### src/rtl/round_ctrl.sv
// rtl/round_ctrl.sv - game-round sequencer driving the countdown timer and keeping score
module round_ctrl #(
    parameter int NUM_ROUNDS = 5,
    parameter int SCORE_W    = 8,
    parameter int PTS_HARD   = 2,
    parameter int PTS_EASY   = 1,
    parameter int SCORE_HOLD = 4
) (
    input  logic               Clk,
    input  logic               Rst,
    input  logic               Start,
    input  logic               ModeSel,
    input  logic               GuessValid,
    input  logic               GuessCorrect,
    input  logic               Timeout,
    output logic               TimerEnable,
    output logic               EnableScore,
    output logic               ChildMode,
    output logic [SCORE_W-1:0] Score,
    output logic [3:0]         RoundNum,
    output logic               RoundWon,
    output logic               RoundLost,
    output logic               GameOver
);

    typedef enum logic [2:0] {
        S_IDLE  = 3'd0,
        S_ARM   = 3'd1,
        S_PLAY  = 3'd2,
        S_SCORE = 3'd3,
        S_OVER  = 3'd4
    } state_t;

    localparam int HW = (SCORE_HOLD > 1) ? $clog2(SCORE_HOLD) : 1;
    localparam logic [HW-1:0]    HOLD_LAST  = HW'(SCORE_HOLD - 1);
    localparam logic [3:0]       LAST_ROUND = 4'(NUM_ROUNDS);
    localparam logic [SCORE_W:0] PTS_H      = (SCORE_W + 1)'(PTS_HARD);
    localparam logic [SCORE_W:0] PTS_E      = (SCORE_W + 1)'(PTS_EASY);

    state_t              state, state_nxt;
    logic [HW-1:0]       hold_cnt, hold_nxt;
    logic                te_nxt, es_nxt, child_nxt, won_nxt, lost_nxt, over_nxt;
    logic [SCORE_W-1:0]  score_nxt;
    logic [3:0]          round_nxt;
    logic [SCORE_W:0]    score_sum;
    logic [SCORE_W-1:0]  score_sat;

    // Score plus this round's points, one bit wider so an overflow clamps instead of wrapping
    always_comb begin
        score_sum = {1'b0, Score} + (ChildMode ? PTS_E : PTS_H);
        score_sat = score_sum[SCORE_W] ? {SCORE_W{1'b1}} : score_sum[SCORE_W-1:0];
    end

    // State register and registered outputs; reset clears everything without a clock
    always_ff @(posedge Clk or posedge Rst) begin
        if (Rst) begin
            state       <= S_IDLE;
            hold_cnt    <= '0;
            TimerEnable <= 1'b0;
            EnableScore <= 1'b0;
            ChildMode   <= 1'b0;
            Score       <= '0;
            RoundNum    <= 4'd0;
            RoundWon    <= 1'b0;
            RoundLost   <= 1'b0;
            GameOver    <= 1'b0;
        end else begin
            state       <= state_nxt;
            hold_cnt    <= hold_nxt;
            TimerEnable <= te_nxt;
            EnableScore <= es_nxt;
            ChildMode   <= child_nxt;
            Score       <= score_nxt;
            RoundNum    <= round_nxt;
            RoundWon    <= won_nxt;
            RoundLost   <= lost_nxt;
            GameOver    <= over_nxt;
        end
    end

    // Next state and next output values; pulses default low, levels default to hold
    always_comb begin
        state_nxt = state;
        hold_nxt  = hold_cnt;
        te_nxt    = 1'b0;
        won_nxt   = 1'b0;
        lost_nxt  = 1'b0;
        es_nxt    = EnableScore;
        child_nxt = ChildMode;
        score_nxt = Score;
        round_nxt = RoundNum;
        over_nxt  = GameOver;
        case (state)
            S_IDLE, S_OVER: begin
                if (Start) begin
                    state_nxt = S_ARM;
                    te_nxt    = 1'b1;
                    es_nxt    = 1'b0;
                    over_nxt  = 1'b0;
                    child_nxt = ModeSel;
                    score_nxt = '0;
                    round_nxt = 4'd1;
                end
            end
            // Timer is being loaded this cycle, so a stale Timeout is not trusted
            S_ARM: begin
                state_nxt = S_PLAY;
                es_nxt    = 1'b0;
            end
            S_PLAY: begin
                if (GuessValid && GuessCorrect) begin
                    state_nxt = S_SCORE;
                    score_nxt = score_sat;
                    won_nxt   = 1'b1;
                    es_nxt    = 1'b1;
                    hold_nxt  = '0;
                end else if (Timeout) begin
                    state_nxt = S_SCORE;
                    lost_nxt  = 1'b1;
                    es_nxt    = 1'b1;
                    hold_nxt  = '0;
                end
            end
            S_SCORE: begin
                if (hold_cnt == HOLD_LAST) begin
                    if (RoundNum == LAST_ROUND) begin
                        state_nxt = S_OVER;
                        over_nxt  = 1'b1;
                    end else begin
                        state_nxt = S_ARM;
                        round_nxt = RoundNum + 4'd1;
                        te_nxt    = 1'b1;
                        es_nxt    = 1'b0;
                    end
                end else begin
                    hold_nxt = hold_cnt + 1'b1;
                end
            end
            default: state_nxt = S_IDLE;
        endcase
    end

endmodule

### config.mk
export PLATFORM = sky130hd
export DESIGN_NAME = round_ctrl
export DESIGN_NICKNAME = d
export VERILOG_FILES = /design/src/rtl/round_ctrl.sv
export SDC_FILE = /design/constraint.sdc
export NUM_CORES = 1
export LEC_CHECK = 0
export CAP_MARGIN = 30
export CORE_MARGIN = 5
export CORE_UTILIZATION = 60
export CTS_CLUSTER_DIAMETER = 150
export CTS_CLUSTER_SIZE = 16
export DETAILED_ROUTE_END_ITERATION = 6
export DONT_BUFFER_PORTS = 1
export PLACE_DENSITY_LB_ADDON = 0.3
export SETUP_SLACK_MARGIN = 0.2
export SLEW_MARGIN = 5
export SYNTH_ARGS = -nofsm -noshare
export SYNTH_HDL_FRONTEND = slang
export SYNTH_SLANG_ARGS = --single-unit
### constraint.sdc
create_clock -name Clk -period 5.1 [get_ports Clk]
set_input_delay 1.02 -clock Clk [delete_from_list [all_inputs] [get_ports Clk]]
set_output_delay 1.02 -clock Clk [all_outputs]
set_load 0.1 [all_outputs]
==> run summary, run 1 <==
status -> completed
Total GRT Usage -> 0.174
CP dominant cell by count -> nand4_1
CP arrival -> 2.80 ns
ys flop type -> dfrtp_1
fin crit period -> 2.58 ns
Final Slew Violations -> 0
Post-synth ARST share -> 1.00
# diodes -> 0
CTS max path bufs -> 2
HPWL after DPL -> 1.88 mm
Clk Latency, worst-skew pair -> 0.31 ns
Post-Synthesis Cells -> 125
Setup Buffers After CTS -> 0
Final Hold Vio Count -> 0
Ports -> 25
hold_buf cts -> 0
via density per instance -> 6.22
Avg Inst Size Synth -> 10.2 um2
layout cells sized above 1 -> 0.118
wire length per cell -> 16.1 um
Final ANT Viol Nets -> 0
path depth of the worst reg2reg path -> 6
CTS tree -> done
Post-CTS Resized -> 0
Nets -> 141
number of max-cap violations -> 0
largest net degree at the start of global routing -> 24
first-pass GRT wire length -> 4.40 mm
CP Max Fanout -> 5
final setup TNS -> 0 ns
RR Endpoint -> Score[2]$_DFFE_PP0P_
Synth Net Count -> 138
GP Congestion -> 0.814
total vias in the final route -> 958
worst reg2reg startpoint -> ChildMode$_DFFE_PP0P_
Startpoint Class -> flop
hold crit path type -> reg2reg
die span in y -> 56.1 um
clock sinks -> 23
register area share after synthesis -> 0.451
Tcrit/Tclk final -> 0.506
Post-synth EDFFs -> 0
core area -> 0.00200 mm2
worst hold slack -> 0.561 ns
# setup viols final -> 0
Syn. warnings -> 0
Reg clk slew, reported paths -> 0.14 ns
FILL cells -> 160
die width -> 56.1 um
Area Overhead vs Synth -> 4.90%
area of the die -> 0.00315 mm2
Worst Max-Slew Pin Slew -> 1.03 ns
vias in the first global route -> 960
setup repair after global routing missed its margin -> false
clk root buf -> clkbuf_4
kind of end point of the critical path -> flop
GR Overflow Total -> 0
R2R setup slack -> 2.52 ns
num rows -> 16
Slew headroom -> 0.313
FMAX -> 388 MHz
max incr delay on CP -> 0.98 ns
hold_sp -> hold_cnt[1]$_DFFE_PP0P_
H-tree Lvls -> 1
Iteration-0 DRC Markers -> 41
total CTS buffers -> 3
CP Cell Sequence -> inv_1 -> fa_1 -> nand4_1 -> nand2b_1 -> nand4_1 -> and3_1
clock skew -> 0.0168 ns
Yosys reg bits -> 23
DR pass1 iterations -> 4
distinct cell type count after synthesis -> 39
Hold Path Cell Cnt -> 1
initial antenna violation count -> 0
Hold Path Sink -> hold_cnt[1]$_DFFE_PP0P_
WP data required -> 5.32 ns
Initial Util -> 0.638
DRT Wirelength -> 2.48 mm
synthesized cell area -> 0.00128 mm2
DRC Markers -> 0
PortBufs -> 0
crit path kind -> reg2reg
Crit-path slowest cell -> dfrtp_1
-- cell type report --
type	instances	area [um2]	area share
clock buffers	3	22.5	0.0168
clock inverters	1	5.00	0.00373
inverters	6	22.5	0.0168
multi-input cells	93	653	0.487
flip-flops and latches	23	576	0.430
well taps	27	33.8	0.0252
repair buffers	1	27.5	0.0205
-- synthesized netlist by cell type (2+ instances only) --
master	instances	area [um2]
nor2_2	2	12.5
nand2b_1	3	18.8
a21o_1	2	15.0
inv_1	6	22.5
nand3_1	3	15.0
nand2_1	14	52.6
nand4_1	3	18.8
a21oi_1	5	25.0
mux2i_1	4	40.0
a22o_1	2	17.5
nand3b_1	2	15.0
nor3_1	6	30.0
ha_1	5	62.6
o21ai_0	10	50.1
buf_4	2	15.0
nor2_1	6	22.5
dfrtp_1	23	576
and3_1	5	31.3
o211ai_1	2	15.0
-- cells in the final DEF, fill, tap and decap left out, types with 2 or more instances in the layout --
cell type  netlist  routed
nand3_1          3       3
a22o_1           2       2
nand2_1         14      14
nand4_1          3       3
and3_1           5       5
nor3_1           6       6
dfrtp_1         23      23
a21oi_1          5       5
o21ai_0         10      10
nand2b_1         3       3
nor2_1           6       6
nor2_2           2       2
o211ai_1         2       2
ha_1             5       5
mux2i_1          4       4
inv_1            6       6
a21o_1           2       2
clkbuf_4         0       3
nand3b_1         2       2
-- kinds of logic (layout without fill, tap and decap cells) --
family          count (synthesis)  after routing  synth area share
simple gates                   54             54             0.259
compound gates                 28             28             0.145
flops                          23             23             0.451
buf+inv                         9             11            0.0382
fa+ha+maj                       6              6            0.0646
mux                             5              5            0.0431
-- sequential cells by signal, summed over array words and instances (netlist names) --
name	flops
TimerEnable	1
Score	8
hold_cnt	2
ChildMode	1
state	3
RoundNum	4
RoundWon	1
GameOver	1
EnableScore	1
RoundLost	1
-- worst max-delay path, delay by kind of cell, from the launching register on --
family | cells | cell delay (ns)
adders and majority gates | 1 | 0.54
buffers and inverters | 1 | 0.24
DFF | 1 | 0.98
and+or+nand+nor | 4 | 0.72
-- worst max path at each step --
stage | start | endpoint | slack, ns
after CTS | ChildMode$_DFFE_PP0P_ | Score[2]$_DFFE_PP0P_ | 2.51
final | ChildMode$_DFFE_PP0P_ | Score[2]$_DFFE_PP0P_ | 2.52
after global routing | Score[0]$_DFFE_PP0P_ | Score[6]$_DFFE_PP0P_ | 2.38
after detailed placement | ChildMode$_DFFE_PP0P_ | Score[2]$_DFFE_PP0P_ | 2.53
after global placement | ChildMode$_DFFE_PP0P_ | Score[2]$_DFFE_PP0P_ | 2.63
after floorplan | ChildMode$_DFFE_PP0P_ | Score[2]$_DFFE_PP0P_ | 2.74
-- routing by layer --
metal  part of all wire  track usage  vias up
li1                   -            -      454
met1               0.43        0.230      455
met2               0.45        0.262       47
met3               0.11       0.0719        2
met4             0.0024       0.0508        0
met5                  0            0        -
-- through the flow --
stage	worst slack [ns]	instance area (um2)	util	instances
global placement	2.63	1280	0.642	149
global route	2.38	1340	0.669	154
CTS	2.51	1310	0.656	153
floorplan	2.74	1280	-	125
detailed placement	2.53	1280	0.642	149
finish	2.52	1340	0.669	154
Power of run 1 is not shown: default switching activity piles up to over one toggle a cycle in this logic, so the estimate is an artifact.
==> inputs of run 2 (changes only) <==
CORE_UTILIZATION = 55   (was 60)
clock period = 2.3 ns   (was 5.1 ns; I/O delays follow)
==> run summary, run 2 (synthesis results as in run 1) <==
status -> completed (unchanged)
Final ANT Viol Nets -> 0 (unchanged)
DRT Wirelength -> 2.62 mm (was 2.48 mm)
first-pass GRT wire length -> 4.46 mm (was 4.40 mm)
largest net degree at the start of global routing -> 24 (unchanged)
CP arrival -> 2.03 ns (was 2.80 ns)
FMAX -> 551 MHz (was 388 MHz)
# diodes -> 0 (unchanged)
Tcrit/Tclk final -> 0.788 (was 0.506)
die width -> 58.2 um (was 56.1 um)
most frequent cells in the layout -> dfrtp_1, buf_4, nand2_1, o21ai_0 (was dfrtp_1, nand2_1, o21ai_0)
Crit-path slowest cell -> dfrtp_2 (was dfrtp_1)
Initial Util -> 0.577 (was 0.638)
Nets -> 158 (was 141)
HPWL after DPL -> 1.99 mm (was 1.88 mm)
hold crit path type -> in2async (was reg2reg)
layout cells sized above 1 -> 0.250 (was 0.118)
Reg clk slew, reported paths -> 0.13 ns (was 0.14 ns)
Area Overhead vs Synth -> 13.8% (was 4.90%)
Reg with most FFs -> Score (unchanged)
number of max-cap violations -> 0 (unchanged)
hold_buf cts -> 0 (unchanged)
initial antenna violation count -> 0 (unchanged)
core area -> 0.00221 mm2 (was 0.00200 mm2)
Post-CTS Resized -> 0 (unchanged)
Final Slew Violations -> 0 (unchanged)
GP Congestion -> 0.849 (was 0.814)
area of the die -> 0.00339 mm2 (was 0.00315 mm2)
FILL cells -> 191 (was 160)
clk root buf -> clkbuf_4 (unchanged)
max reg flops -> 8 (unchanged)
fin crit period -> 1.81 ns (was 2.58 ns)
max incr delay on CP -> 0.44 ns (was 0.98 ns)
Total GRT Usage -> 0.170 (was 0.174)
WP data required -> 2.52 ns (was 5.32 ns)
# setup viols final -> 0 (unchanged)
kind of end point of the critical path -> flop (unchanged)
CP Max Fanout -> 5 (unchanged)
Clk Latency, worst-skew pair -> 0.31 ns (about the same)
final setup TNS -> 0 ns (unchanged)
Worst Max-Slew Pin Slew -> 0.873 ns (was 1.03 ns)
H-tree Lvls -> 1 (unchanged)
via density per instance -> 5.91 (was 6.22)
die span in y -> 58.2 um (was 56.1 um)
CTS tree -> done (unchanged)
Startpoint Class -> flop (unchanged)
Iteration-0 DRC Markers -> 37 (was 41)
GR Overflow Total -> 0 (unchanged)
vias in the first global route -> 965 (was 960)
CP dominant cell by count -> nand4_1 (unchanged)
crit path kind -> reg2reg (unchanged)
setup repair after global routing missed its margin -> false (unchanged)
total vias in the final route -> 1,017 (was 958)
clock sinks -> 23 (unchanged)
DRC Markers -> 0 (unchanged)
DR pass1 iterations -> 4 (unchanged)
CP Cell Sequence -> ha_1 -> fa_1 -> nand4_1 -> nand2b_1 -> nand4_1 -> and3_1 (was inv_1 -> fa_1 -> nand4_1 -> nand2b_1 -> nand4_1 -> and3_1)
total CTS buffers -> 3 (unchanged)
Final Core Density -> 0.657 (was 0.669)
wire length per cell -> 15.2 um (was 16.1 um)
clock skew -> 0.00759 ns (was 0.0168 ns)
Slew headroom -> 0.417 (was 0.313)
biggest regs -> Score (8), RoundNum (4), state (3) (unchanged)
Setup Buffers After CTS -> 0 (unchanged)
Ports -> 25 (unchanged)
Final Hold Vio Count -> 0 (unchanged)
PortBufs -> 0 (unchanged)
num rows -> 17 (was 16)
CTS max path bufs -> 2 (unchanged)
==> run 2: area by class of cell <==
type                            count  area, um2  share of cell area
Inverter                            6       22.5              0.0155
Clock buffer                        4       26.3              0.0181
Sequential cell                    23        582               0.400
Tap cell                           28       35.0              0.0241
Timing Repair Buffer               18        135              0.0929
Multi-Input combinational cell     93        653               0.449
==> run 2: path summary, 6_finish.rpt <==
path,end,cells after the start,startpoint,slack [ns]
max,Score[2]$_DFFE_PP0P_,6,ChildMode$_DFFE_PP0P_,0.49
min,hold_cnt[0]$_DFFE_PP0P_,1,Rst,0.21
max reg2reg,Score[2]$_DFFE_PP0P_,6,ChildMode$_DFFE_PP0P_,0.49
min reg2reg,hold_cnt[1]$_DFFE_PP0P_,1,hold_cnt[1]$_DFFE_PP0P_,0.56
max in group asynchronous,RoundNum[1]$_DFFE_PP0P_,1,Rst,1.50
min in group Clk,ChildMode$_DFFE_PP0P_,2,ModeSel,0.30
==> run 2: metrics by stage <==
| step | setup WS [ns] | hold WS [ns] | instance area, um2 | cells |
|---|---|---|---|---|
| 4_1_cts | 0.500 | 0.238 | 1450 | 172 |
| 3_5_place_dp | 0.514 | 0.527 | 1430 | 168 |
| 3_3_place_gp | 0.550 | 0.518 | 1430 | 168 |
| 2_1_floorplan | 0.254 | 0.462 | 1280 | 125 |
| 5_1_grt | 0.400 | 0.291 | 1450 | 172 |
| 6_report | 0.487 | 0.207 | 1450 | 172 |
==> run 2: worst max-delay path: cells and delay by family, from the launching register on <==
family | cells | cell delay, ns
flops | 1 | 0.44
simple gates | 4 | 0.63
fa+ha+maj | 2 | 0.65
==> run 2: routing by layer <==
layer	routed length, um	up-vias	GRT usage
li1	-	488	-
met1	1240	489	0.239
met2	1190	38	0.263
met3	171	2	0.0334
met4	20	0	0.0530
met5	0	-	0
Power of run 2 is left out for the same reason.
==> inputs of run 3 (changes only) <==
clock period = 1.5 ns   (was 2.3 ns; I/O delays follow)
==> run summary, run 3 (synthesis results as in run 1) <==
VDD IR-drop max -> 2.35 mV
Clk Latency, worst-skew pair -> 0.32 ns (was 0.31 ns)
pwr dens -> 2630 mW/mm2
Area Overhead vs Synth -> 59.2% (was 13.8%)
worst reg2reg startpoint -> ChildMode$_DFFE_PP0P_ (unchanged)
FILL cells -> 75 (was 191)
CTS max path bufs -> 2 (unchanged)
CP arrival -> 2.15 ns (was 2.03 ns)
worst hold slack -> 0.147 ns (was 0.207 ns)
max reg flops -> 8 (unchanged)
DR pass1 iterations -> 5 (was 4)
layout cells sized above 1 -> 0.550 (was 0.250)
GP Congestion -> 0.832 (was 0.849)
largest net degree at the start of global routing -> 24 (unchanged)
Slew headroom -> 0.778 (was 0.417)
die span in y -> 58.2 um (unchanged)
Total GRT Usage -> 0.232 (was 0.170)
Ports -> 25 (unchanged)
Final ANT Viol Nets -> 0 (unchanged)
vias in the first global route -> 1,315 (was 965)
total CTS buffers -> 3 (unchanged)
Final WS setup -> -0.448 ns (was 0.487 ns)
CTS tree -> done (unchanged)
path depth of the worst reg2reg path -> 6 (unchanged)
H-tree Lvls -> 1 (unchanged)
Final Slew Violations -> 0 (unchanged)
DRC Markers -> 0 (unchanged)
Setup WS pre-CTS -> -0.267 ns (was 0.514 ns)
R2R setup slack -> -0.45 ns (was 0.49 ns)
clock sinks -> 23 (unchanged)
Initial Util -> 0.577 (unchanged)
number of max-cap violations -> 0 (unchanged)
setup repair after global routing missed its margin -> true (was false)
CP Max Fanout -> 5 (unchanged)
biggest regs -> Score (8), RoundNum (4), state (3) (unchanged)
Startpoint Class -> flop (unchanged)
Iteration-0 DRC Markers -> 78 (was 37)
RR Endpoint -> Score[1]$_DFFE_PP0P_ (was Score[2]$_DFFE_PP0P_)
Tcrit/Tclk final -> 1.30 (was 0.788)
area of the die -> 0.00339 mm2 (unchanged)
Reg clk slew, reported paths -> 0.15 ns (was 0.13 ns)
failing checks -> setup timing
via density per instance -> 6.50 (was 5.91)
GR Overflow Total -> 0 (unchanged)
DRT Wirelength -> 4.91 mm (was 2.62 mm)
WP data required -> 1.70 ns (was 2.52 ns)
HPWL after DPL -> 2.20 mm (was 1.99 mm)
crit path from -> ChildMode$_DFFE_PP0P_ (unchanged)
most frequent cells in the layout -> buf_4, nand2_1, dfrtp_2, buf_6, buf_12 (was dfrtp_1, buf_4, nand2_1, o21ai_0)
Leakage -> 0.000968 uW
first-pass GRT wire length -> 6.11 mm (was 4.46 mm)
status -> finished with violations (was completed)
commonest non-fill, non-tap cell in the layout -> buf_4
crit path kind -> reg2reg (unchanged)
Final Hold Vio Count -> 0 (unchanged)
fin crit period -> 1.95 ns (was 1.81 ns)
hold crit path type -> in2reg (was in2async)
Reg with most FFs -> Score (unchanged)
core area -> 0.00221 mm2 (unchanged)
kind of end point of the critical path -> flop (unchanged)
total vias in the final route -> 1,353 (was 1,017)
initial antenna violation count -> 0 (unchanged)
Worst Max-Slew Pin Slew -> 0.330 ns (was 0.873 ns)
num rows -> 17 (unchanged)
clock skew -> 0.00328 ns (was 0.00759 ns)
FMAX -> 513 MHz (was 551 MHz)
# diodes -> 0 (unchanged)
PortBufs -> 0 (unchanged)
# setup viols final -> 17 (was 0)
clk root buf -> clkbuf_4 (unchanged)
wire length per cell -> 23.6 um (was 15.2 um)
die width -> 58.2 um (unchanged)
crit path capture -> Score[1]$_DFFE_PP0P_ (was Score[2]$_DFFE_PP0P_)
Nets -> 194 (was 158)
[run 3: how the worst min path moves through the flow]
stage / start / end / cells after the start
after floorplan: Rst / ChildMode$_DFFE_PP0P_ / 1
after CTS: ModeSel / ChildMode$_DFFE_PP0P_ / 2
after global routing: Timeout / RoundLost$_DFF_PP0_ / 1
after detailed placement: Rst / RoundWon$_DFF_PP0_ / 2
final: ModeSel / ChildMode$_DFFE_PP0P_ / 2
after global placement: Rst / RoundWon$_DFF_PP0_ / 2
[run 3: report_power, final]
part,internal (uW),total [uW],switching [uW]
Clock,99.9,316,216
Combinational,1540,3840,2300
Sequential,897,1180,285
Total,2540,5340,2800
[run 3: per-stage QoR]
| stage | total power [uW] | utilization | cells | cell area, um2 | setup TNS [ns] |
|---|---|---|---|---|---|
| 4_1_cts | 4660 | 0.844 | 200 | 1870 | -1.26 |
| 3_5_place_dp | 3840 | 0.717 | 180 | 1590 | -1.30 |
| 2_1_floorplan | 3160 | - | 125 | 1350 | -2.77 |
| 6_report | 5340 | 0.919 | 208 | 2030 | -3.43 |
| 3_3_place_gp | 3740 | 0.717 | 180 | 1590 | -0.914 |
| 5_1_grt | 5550 | 0.919 | 208 | 2030 | -4.50 |
[run 3: area by class of cell]
class,count,area (um2),share of cell area
well taps,28,35.0,0.0172
flip-flops and latches,23,609,0.300
clock inverters,1,5.00,0.00246
inverters,6,22.5,0.0111
multi-input cells,93,743,0.366
clock buffers,3,22.5,0.0111
repair buffers,54,596,0.293
[run 3: timing repair]
action | in CTS | in global routing
endpoints found under the hold margin | 23 | 0
hold buffers | 1 | 0
gates resized for setup | 36 | 29
cloned | 0 | 0
setup buffers | 15 | 8
pin swaps | 5 | 5
endpoints found under the setup margin | 33 | 38
[run 3: routing by layer]
metal | routed length, um | global-route usage
met5 | 0 | 0
met4 | 207 | 0.0762
met3 | 518 | 0.0557
met2 | 2420 | 0.405
met1 | 1760 | 0.278
[run 3: worst max-delay path: stages (launching register included)]
cell and delay, ns:
dfrtp_4 0.53, ha_4 0.17, fa_2 0.34, nand4_1 0.23
nor2_1 0.16, o21ai_0 0.24, o21ai_0 0.15
No activity file was read; power rests on OpenSTA's default activity.
